$ cat src/rtl/mem_bus_arbiter.sv
// Two-master round-robin arbiter for the valid/ready memory bus; grant registered, completion path combinational.
// Optional forced completion after TIMEOUT_CYCLES stalled BUSY cycles when MEM_ARB_TIMEOUT_EN is defined.
module mem_bus_arbiter #(
    parameter int TIMEOUT_CYCLES = 1024,
    parameter int CNT_W          = $clog2(TIMEOUT_CYCLES) + 1
) (
    input  logic        clk,
    input  logic        resetn,
    input  logic        m0_valid,
    input  logic [31:0] m0_addr,
    input  logic [31:0] m0_wdata,
    input  logic [3:0]  m0_wstrb,
    output logic        m0_ready,
    output logic [31:0] m0_rdata,
    input  logic        m1_valid,
    input  logic [31:0] m1_addr,
    input  logic [31:0] m1_wdata,
    input  logic [3:0]  m1_wstrb,
    output logic        m1_ready,
    output logic [31:0] m1_rdata,
    output logic        s_valid,
    output logic [31:0] s_addr,
    output logic [31:0] s_wdata,
    output logic [3:0]  s_wstrb,
    input  logic        s_ready,
    input  logic [31:0] s_rdata,
    output logic [1:0]  grant,
    output logic        timeout_fault
);

    typedef enum logic {IDLE, BUSY} state_t;

    state_t      state;
    logic        last;
    logic        sel;
    logic        busy;
    logic        own_valid;
    logic        timeout;
    logic        done;
    logic        pick;
    logic [31:0] resp_dat;

`ifdef MEM_ARB_TIMEOUT_EN
    logic [CNT_W-1:0] cnt;
`else
    logic [CNT_W-1:0] cnt_unused;
    assign cnt_unused = CNT_W'(TIMEOUT_CYCLES);
`endif

    always_comb begin
        sel       = grant[1];
        busy      = (state == BUSY);
        own_valid = sel ? m1_valid : m0_valid;
`ifdef MEM_ARB_TIMEOUT_EN
        timeout   = busy && own_valid && !s_ready && (cnt == CNT_W'(TIMEOUT_CYCLES - 1));
`else
        timeout   = 1'b0;
`endif
        done      = busy && (s_ready || timeout);
        // A forced completion never reaches the slave and returns zero data.
        s_valid   = busy && own_valid && !timeout;
        s_addr    = busy ? (sel ? m1_addr  : m0_addr)  : 32'h0;
        s_wdata   = busy ? (sel ? m1_wdata : m0_wdata) : 32'h0;
        s_wstrb   = busy ? (sel ? m1_wstrb : m0_wstrb) : 4'h0;
        resp_dat  = timeout ? 32'h0 : s_rdata;
        m0_ready  = done && !sel;
        m1_ready  = done && sel;
        m0_rdata  = (busy && !sel) ? resp_dat : 32'h0;
        m1_rdata  = (busy && sel)  ? resp_dat : 32'h0;
        timeout_fault = timeout;
        // Simultaneous requests go to the master that was not granted last.
        pick      = (m0_valid && m1_valid) ? !last : m1_valid;
    end

    always_ff @(posedge clk or negedge resetn) begin
        if (!resetn) begin
            state <= IDLE;
            last  <= 1'b1;
            grant <= 2'b00;
`ifdef MEM_ARB_TIMEOUT_EN
            cnt   <= '0;
`endif
        end else begin
            case (state)
                IDLE: begin
                    if (m0_valid || m1_valid) begin
                        state <= BUSY;
                        last  <= pick;
                        grant <= pick ? 2'b10 : 2'b01;
`ifdef MEM_ARB_TIMEOUT_EN
                        cnt   <= '0;
`endif
                    end
                end
                BUSY: begin
                    // Completion, forced completion or master abort all release the bus.
                    if (s_ready || timeout || !own_valid) begin
                        state <= IDLE;
                        grant <= 2'b00;
                    end
`ifdef MEM_ARB_TIMEOUT_EN
                    else begin
                        cnt <= cnt + 1'b1;
                    end
`endif
                end
                default: begin
                    state <= IDLE;
                    grant <= 2'b00;
                end
            endcase
        end
    end

endmodule

$ cat config.mk
export PLATFORM = sky130hd
export DESIGN_NAME = mem_bus_arbiter
export DESIGN_NICKNAME = d
export VERILOG_FILES = /design/src/rtl/mem_bus_arbiter.sv
export SDC_FILE = /design/constraint.sdc
export NUM_CORES = 1
export LEC_CHECK = 0
export CAP_MARGIN = 20
export CORE_AREA = 2 2 120 122
export DETAILED_ROUTE_END_ITERATION = 16
export DIE_AREA = 0 0 122 124
export SYNTH_ARGS = -nofsm -noshare
export SYNTH_HDL_FRONTEND = slang
export SYNTH_SLANG_ARGS = --single-unit
export TNS_END_PERCENT = 20
$ cat constraint.sdc
create_clock -name clk -period 1.4 [get_ports clk]
set_input_delay 0.35 -clock clk [delete_from_list [all_inputs] [get_ports clk]]
set_output_delay 0.35 -clock clk [all_outputs]
set_load 0.02 [all_outputs]
==> impl_metrics.csv, run 1 <==
group,metric,value,unit
outcome,outcome,"complete, but fails checks",
outcome,violations,"setup timing",
timing,setup_violations,137,
synthesis,syn_inst,252,
detailed_routing,wl_met2,5760,um
worst_setup_path,critPathMaxFanout,6,
worst_setup_path,critPathArrivalTime,1520,ps
timing,fmax,0.534,GHz
floorplanning,pin_count,311,
detailed_routing,wl_met1,3470,um
finish,final_nets,741,
detailed_routing,vias_per_cell,4.00,
detailed_routing,met3_length,1320,um
detailed_routing,antenna_left,0,
pwr,peakVddDrop,0.000419,V
synthesis,yosysWarningCount,0,
worst_setup_path,crit-reg2reg-launch,"grant[1]",
timing,rsz0062_at_grt,"yes",
floorplanning,row_count,43,
clocking,root_buffer,"clkbuf_16",
pwr,p_leak,2.51,nW
synthesis,synth_common_cells,"nor2b_1 (70), mux2i_1 (69), and2_1 (33), and3_1 (32), clkbuf_1 (10)",
synthesis,synth_top_cell_area_share,0.353,
run,maxCapViolations,0,
floorplanning,core,13700,um^2
floorplanning,start_util,0.143,
detailed_routing,maxUsedRoutingLayer,"met4",
clocking,clkTransAtPathRegs,30,ps
worst_setup_path,reg2reg_depth,7,
timing,finClkSkew,1.84,ps
floorplanning,fp.dieArea,15100,um^2
worst_setup_path,crit_path_end_kind,"primary output",
finish,antenna_cells,0,
clocking,htree_levels,1,
grt,grt_pass1_vias,2982,
place,placed_cell_area,5370,um^2
detailed_routing,drt_iter0_drc,48,
worst_setup_path,regToRegSetupSlack,-190,ps
clocking,clk_path_buf_depth,2,
grt,grt.total_usage,0.122,
synthesis,synth_edf_count,0,
finish,post-route-util,0.401,
clocking,cts_tree,"built",
hold_path,hp-class,"in2async",
grt,grt_max_degree,34,
worst_setup_path,r2r-end,"grant[0]",
grt,grt_overflow,0,
floorplanning,die_y,124,um
synthesis,syn_avg_cell_area,7.76,um^2
clocking,insertion_delay,220,ps
synthesis,yosysMostFrequentCell,"nor2b_1",
timing,slew_violations,0,
detailed_routing,wire_per_inst,14.2,um
synthesis,synth_area_leaders,"mux2i_1 (35%), nor2b_1 (22%), and2_1 (11%), and3_1 (10%), buf_12 (5.1%)",
synthesis,ys.flop_type,"dfrtp_1",
floorplanning,die_x,122,um
detailed_routing,drc_errors,0,
grt,grt_pass1_wl,14800,um
synthesis,ys_ff_latch,4,
worst_setup_path,worstSetupPathType,"reg2out",
worst_setup_path,crit_path_end,"s_wdata[31]",
synthesis,synthDistinctLibCells,22,
grt,antenna_found_initial,0,
timing,post-route-period-util,1.34,
finish,stdcell_area,5500,um^2
detailed_routing,routed_wl,10600,um
timing,hold_viol,0,
worst_setup_path,critPathLaunchType,"flip-flop",
detailed_routing,via_count,2988,
finish,syn_to_final_growth,181,%
synthesis,synth_nets,425,
finish,drive_gt1_frac,0.400,
detailed_routing,drtPass1Iterations,4,
place,routabilityCongestion,0.815,
synthesis,ys_seq_area_frac,0.0518,
pwr,p_per_area,914,nW/um^2
synthesis,async_flop_share,1.00,
timing,layout_setup_ws,-473,ps
timing,fin_crit,1870,ps
timing,setup_tns,-50650,ps
synthesis,synth_area,1960,um^2
clocking,cts_buffers,3,
worst_setup_path,crit_start,"grant[1]",
clocking,cts.sinks,4,
place,io_buffer_count,309,
finish,stdcell_count,747,
place,hpwl,8780,um
synthesis,yosys.area.top_type,"mux2i_1",
place,dp.cells,732,
worst_setup_path,worstPathRequired,1050,ps
## routing by layer
layer,up-vias,global-route usage
met5,-,0
met4,0,0.0180
met3,6,0.0417
met2,182,0.255
met1,1322,0.115
li1,1478,-
## cells in the final DEF, fill, tap and decap left out, types with 2 or more instances in the layout
cell	synthesis	layout
a21oi_2	0	2
and2_1	33	33
and3_1	32	31
buf_12	5	8
buf_2	0	27
buf_4	7	73
buf_6	0	54
clkbuf_16	0	5
clkdlybuf4s50_1	0	172
mux2i_1	69	60
mux2i_2	0	7
mux2i_4	0	2
nor2b_1	70	30
nor2b_2	0	40
o21ai_0	2	2
## layout make-up
| cell class | instances | area (um^2) |
|---|---|---|
| flip-flops and latches | 4 | 106 |
| well taps | 180 | 225 |
| clock buffers | 4 | 78.8 |
| repair buffers | 339 | 3280 |
| inverters | 1 | 3.75 |
| multi-input cells | 219 | 1810 |
| fillers | 1421 | 8220 |
## through the flow
stage	hold slack [ps]	worst slack (ps)	total power (W)
final	326	-473	0.00503
after global routing	332	-525	0.00533
after CTS	327	-561	0.00482
after detailed placement	510	-658	0.00435
after global placement	507	-661	0.00433
after floorplan	54.4	-166	0.00246
## cell families (layout without fill, tap and decap cells)
group	Yosys count	in the layout	share of synthesized area
other	1	1	0.00192
buffers and inverters	29	344	0.115
DFF	4	4	0.0518
and+or+nand+nor	140	140	0.448
AOI/OAI and AO/OA	9	9	0.0301
muxes	69	69	0.353
## state kept, by name (all words and copies together) (netlist names)
| name | cells |
|---|---|
| grant | 2 |
| busy | 1 |
| last | 1 |
## what timing repair did
action / 4_1_cts / 5_1_grt
setup buffers: 5 / 4
cloned: 1 / 2
pin swaps: 0 / 1
resized for setup: 652 / 75
endpoints found under the setup margin: 137 / 137
hold buffers: 0 / 0
## worst min path at each step
stage            from  slack (ps)  endpoint
3_3_place_gp     last         510      last
6_report       resetn         330  grant[1]
4_1_cts        resetn         330  grant[1]
3_5_place_dp     last         510      last
2_1_floorplan  resetn          50      busy
5_1_grt        resetn         330  grant[1]
## report_power, final
part / leakage [nW] / switching (W) / total [W] / internal (W)
clock: 0.0382 / 0.0000778 / 0.000454 / 0.000376
combinational: 2.43 / 0.00198 / 0.00436 / 0.00238
sequential: 0.0453 / 0.0000465 / 0.000211 / 0.000165
total: 2.51 / 0.00211 / 0.00503 / 0.00292
## worst max-delay path, cell delays in order (launching register included)
cell     delay, ps
dfrtp_4        520
buf_8          170
buf_12         140
mux2i_4        190
nor2b_1        130
buf_4          160
Note: power is estimated with default switching activity, not from simulation.
==> inputs of run 2 (changes only) <==
==> constraint.sdc (replaced) <==
create_clock -name clk -period 1.4 [get_ports clk]
set_input_delay 0.42 -clock clk [delete_from_list [all_inputs] [get_ports clk]]
set_output_delay 0.42 -clock clk [all_outputs]
set_load 0.02 [all_outputs]
==> impl_metrics.csv, run 2 (synthesis results as in run 1) <==
group,metric,value,unit
floorplanning,start_util,0.143,
finish,post-route-util,0.405,
grt,grt_pass1_wl,14700,um
finish,regMostFlops,"grant",
floorplanning,pin_count,311,
pwr,intPower,0.00300,W
clocking,cts_tree,"built",
finish,final_nets,740,
clocking,cts.sinks,4,
clocking,htree_levels,1,
floorplanning,die_x,122,um
finish,layout_commonest_cell,"clkdlybuf4s50_1",
timing,hold_viol,0,
clocking,clkTransAtPathRegs,30,ps
clocking,cts_buffers,3,
detailed_routing,drc_errors,0,
timing,finClkSkew,1.22,ps
place,pre_cts_ws,-772,ps
timing,slew_violations,0,
detailed_routing,drt_iter0_drc,44,
hold_path,hp-class,"in2async",
timing,setup_tns,-62110,ps
run,maxCapViolations,0,
pwr,p_total,0.00515,W
finish,drive_gt1_frac,0.452,
grt,antenna_found_initial,0,
outcome,violations,"setup timing",
detailed_routing,wire_per_inst,14.6,um
place,hpwl,8570,um
detailed_routing,vias_per_cell,4.08,
grt,grt_overflow,0,
timing,post-route-period-util,1.40,
timing,layout_setup_ws,-555,ps
finish,largest_reg_flops,2,
timing,rsz0062_at_grt,"yes",
clocking,holdBufCountCts,0,
grt,grt.total_usage,0.120,
detailed_routing,routed_wl,10900,um
timing,setup_violations,137,
finish,final_cell_mix,"clkdlybuf4s50_1 (171), buf_4 (74), mux2i_1 (54), buf_6 (51), nor2b_2 (40)",
pwr,clock_power_share,0.089,
detailed_routing,via_count,3041,
finish,antenna_cells,0,
worst_setup_path,worstPathRequired,980,ps
timing,fmax,0.511,GHz
pwr,power_frac_comb,0.871,
pwr,p_leak,2.56,nW
pwr,p_per_area,927,nW/um^2
place,routabilityCongestion,0.798,
floorplanning,fp.dieArea,15100,um^2
detailed_routing,drtPass1Iterations,4,
worst_setup_path,worstSetupPathType,"reg2out",
pwr,pwr-share-seq,0.039,
floorplanning,die_y,124,um
clocking,root_buffer,"clkbuf_16",
detailed_routing,antenna_left,0,
worst_setup_path,reg2reg_depth,5,
grt,grt_pass1_vias,3003,
pwr,switching_share,0.419,
outcome,outcome,"complete, but fails checks",
floorplanning,core,13700,um^2
place,io_buffer_count,309,
worst_setup_path,critPathLaunchType,"flip-flop",
worst_setup_path,crit_path_end_kind,"primary output",
clocking,insertion_delay,220,ps
finish,syn_to_final_growth,184,%
worst_setup_path,critPathMaxFanout,8,
clocking,clk_path_buf_depth,2,
floorplanning,row_count,43,
pwr,peakVddDrop,0.000382,V
grt,grt_max_degree,60,
timing,fin_crit,1960,ps
pwr,switchingPower,0.00216,W
finish,fillers,1418,
worst_setup_path,critPathArrivalTime,1540,ps
==> run 2: cell count changes in the layout (fill, tap and decap cells not counted), sizes merged <==
cell / delta
buf: -5
clkdlybuf4s15: +3
clkbuf: +2
bufbuf: -1
clkdlybuf4s50: -1
dlymetal6s2s: +1
==> run 2: layout make-up <==
cell class              instances  area, um^2  share of cell area
clock buffers                   4        78.8              0.0142
flip-flops and latches          4         106              0.0191
inverters                       1        3.75            0.000675
well taps                     180         225              0.0405
repair buffers                338        3290               0.591
multi-input cells             219        1860               0.334
==> run 2: critical path: stages (launching register included) <==
cell     delay, ps
dfrtp_4        510
buf_6          140
nor2b_4        120
buf_12         140
buf_8          140
and2_1         130
buf_4          130
==> run 2: metrics by stage <==
step	hold slack, ps	cell area (um^2)	instances
floorplan	124	2060	252
global placement	506	5350	729
detailed placement	510	5350	729
CTS	410	5170	739
global route	432	5560	746
finish	404	5560	746
==> run 2: repair_timing <==
action | in CTS | in global routing
cloned | 0 | 5
buffers inserted | 6 | 2
pin swaps | 0 | 22
setup endpoints to repair | 138 | 137
resized for setup | 664 | 80
==> run 2: layer usage <==
layer  track usage  up-vias  part of all wire
met5             0        -                 0
met4        0.0237        0             0.013
met3        0.0408       12              0.12
met2         0.241      190              0.53
met1         0.118     1362              0.35
li1              -     1477                 -
==> run 2: worst paths after layout <==
kind                            slack [ps]     start            to
worst max-delay path                  -560  grant[1]  m0_rdata[26]
worst min-delay path                   400    resetn      grant[1]
worst max register to register         -10  grant[1]      grant[0]
worst min register to register         510      last          last
max in group asynchronous              750    resetn          last
min in group clk                       510      last          last
==> run 2: power by group through the flow <==
stage | Sequential, W | Clock (W) | Combinational [W]
6_report | 0.000203 | 0.000460 | 0.00449
5_1_grt | 0.000210 | 0.000477 | 0.00475
4_1_cts | 0.000209 | 0.000469 | 0.00403
3_5_place_dp | 0.000238 | 0 | 0.00410
3_3_place_gp | 0.000236 | 0 | 0.00407
2_1_floorplan | 0.000195 | 0 | 0.00226
==> inputs of run 3 (changes only) <==
--- a/config.mk
+++ b/config.mk
@@ -9,6 +9,7 @@
 export CORE_AREA = 2 2 120 122
 export DETAILED_ROUTE_END_ITERATION = 16
 export DIE_AREA = 0 0 122 124
+export PLACE_DENSITY = 0.62
 export SYNTH_ARGS = -nofsm -noshare
 export SYNTH_HDL_FRONTEND = slang
 export SYNTH_SLANG_ARGS = --single-unit
==> impl_metrics.csv, run 3 (synthesis results as in run 1) <==
group,metric,value,unit
worst_setup_path,critPathMaxFanout,17,
detailed_routing,drc_errors,0,
worst_setup_path,critPathBufInv,3,
floorplanning,die_y,124,um
detailed_routing,vias_per_cell,4.07,
clocking,clkTransAtPathRegs,30,ps
finish,drive_gt1_frac,0.424,
finish,seqCellArea,106,um^2
worst_setup_path,worstPathRequired,980,ps
detailed_routing,routed_wl,11000,um
worst_setup_path,reg2reg_depth,7,
timing,finClkSkew,4.68,ps
clocking,root_buffer,"clkbuf_16",
finish,post-route-util,0.413,
finish,antenna_cells,0,
grt,grt_pass1_wl,15100,um
detailed_routing,antenna_left,0,
grt,grt_max_degree,40,
place,placed_cell_area,5370,um^2
finish,final_cell_mix,"clkdlybuf4s50_1 (172), buf_6 (76), buf_4 (61), mux2i_1 (59), nor2b_2 (40)",
worst_setup_path,critPathLaunchType,"flip-flop",
grt,grt.total_usage,0.125,
timing,hold_viol,0,
grt,antenna_found_initial,0,
timing,whs,404,ps
clocking,insertion_delay,230,ps
hold_path,hp-class,"in2async",
floorplanning,die_x,122,um
worst_setup_path,regToRegSetupSlack,-260,ps
finish,fillers,1395,
grt,grt_pass1_vias,2979,
outcome,violations,"setup timing",
worst_setup_path,path_cells,"buf_6, buf_6, mux2i_2, nor2b_1, buf_4",
floorplanning,row_count,43,
worst_setup_path,critical-path-top-delay-family,"buffers and inverters",
clocking,holdBufCountCts,0,
clocking,clk_path_buf_depth,2,
timing,slew_violations,0,
detailed_routing,wire_per_inst,14.6,um
detailed_routing,drtPass1Iterations,4,
worst_setup_path,crit_path_end_kind,"primary output",
pwr,peakVddDrop,0.000477,V
clocking,cts.sinks,4,
pwr,p_per_area,917,nW/um^2
finish,stdcell_area,5660,um^2
grt,grt_overflow,0,
place,hpwl,8910,um
worst_setup_path,critPathArrivalTime,1520,ps
run,maxCapViolations,0,
finish,final_nets,752,
floorplanning,core,13700,um^2
floorplanning,start_util,0.143,
pwr,p_leak,2.56,nW
clocking,cts_buffers,3,
finish,layout_commonest_cell,"clkdlybuf4s50_1",
place,io_buffer_count,309,
finish,multi_input_area,1840,um^2
floorplanning,pin_count,311,
clocking,cts_tree,"built",
outcome,outcome,"complete, but fails checks",
finish,syn_to_final_growth,190,%
worst_setup_path,crit-reg2reg-launch,"grant[1]",
timing,rsz0062_at_grt,"yes",
finish,largest_reg_flops,2,
timing,post-route-period-util,1.39,
timing,setup_violations,137,
timing,layout_setup_ws,-545,ps
clocking,htree_levels,1,
worst_setup_path,worstSetupPathType,"reg2out",
worst_setup_path,cpMostUsedCell,"buf_6",
worst_setup_path,slowest_delay,490,ps
timing,fin_crit,1940,ps
finish,regMostFlops,"grant",
floorplanning,fp.dieArea,15100,um^2
detailed_routing,via_count,3085,
worst_setup_path,slowest_stage,"dfrtp_4",
timing,fmax,0.514,GHz
detailed_routing,drt_iter0_drc,62,
worst_setup_path,r2r-end,"grant[0]",
place,routabilityCongestion,0.822,
run 3: where the power goes:
part           total (W)  switching [W]  internal (W)
registers       0.000216      0.0000514      0.000165
logic            0.00450        0.00203       0.00247
clock network   0.000471      0.0000935      0.000377
run 3: through the flow:
| stage | setup TNS, ps | setup slack, ps | std cells | power (W) |
|---|---|---|---|---|
| after floorplan | -23940 | -236 | 252 | 0.00246 |
| final | -63070 | -545 | 758 | 0.00519 |
| after global placement | -92040 | -768 | 735 | 0.00431 |
| after detailed placement | -93250 | -781 | 735 | 0.00435 |
| after CTS | -66460 | -684 | 745 | 0.00488 |
| after global routing | -70540 | -611 | 758 | 0.00547 |
run 3: worst max path at each step:
| stage | from | to | slack [ps] | cells after the start |
|---|---|---|---|---|
| detailed placement | m1_valid | s_valid | -780 | 4 |
| floorplan | grant[1] | s_addr[23] | -240 | 5 |
| finish | grant[1] | s_addr[19] | -540 | 5 |
| global placement | m1_valid | s_valid | -770 | 4 |
| CTS | grant[1] | s_wstrb[3] | -680 | 4 |
| global route | grant[1] | s_addr[19] | -610 | 5 |
run 3: repair_timing:
item,in CTS,in global routing
setup buffers,5,15
endpoints found under the setup margin,139,138
endpoints found under the hold margin,0,0
cloned,1,1
resized for setup,645,114
run 3: final cells by class:
type,count,share of cell area
Tap cell,180,0.0398
Timing Repair Buffer,350,0.602
Clock buffer,4,0.0139
Sequential cell,4,0.0188
Multi-Input combinational cell,219,0.325
Inverter,1,0.000663
run 3: layer usage:
metal	wire length (um)	share of wire	GRT usage
met3	1300	0.12	0.0421
met5	0	0	0
met4	95	0.0086	0.0237
met2	6210	0.56	0.264
met1	3430	0.31	0.114
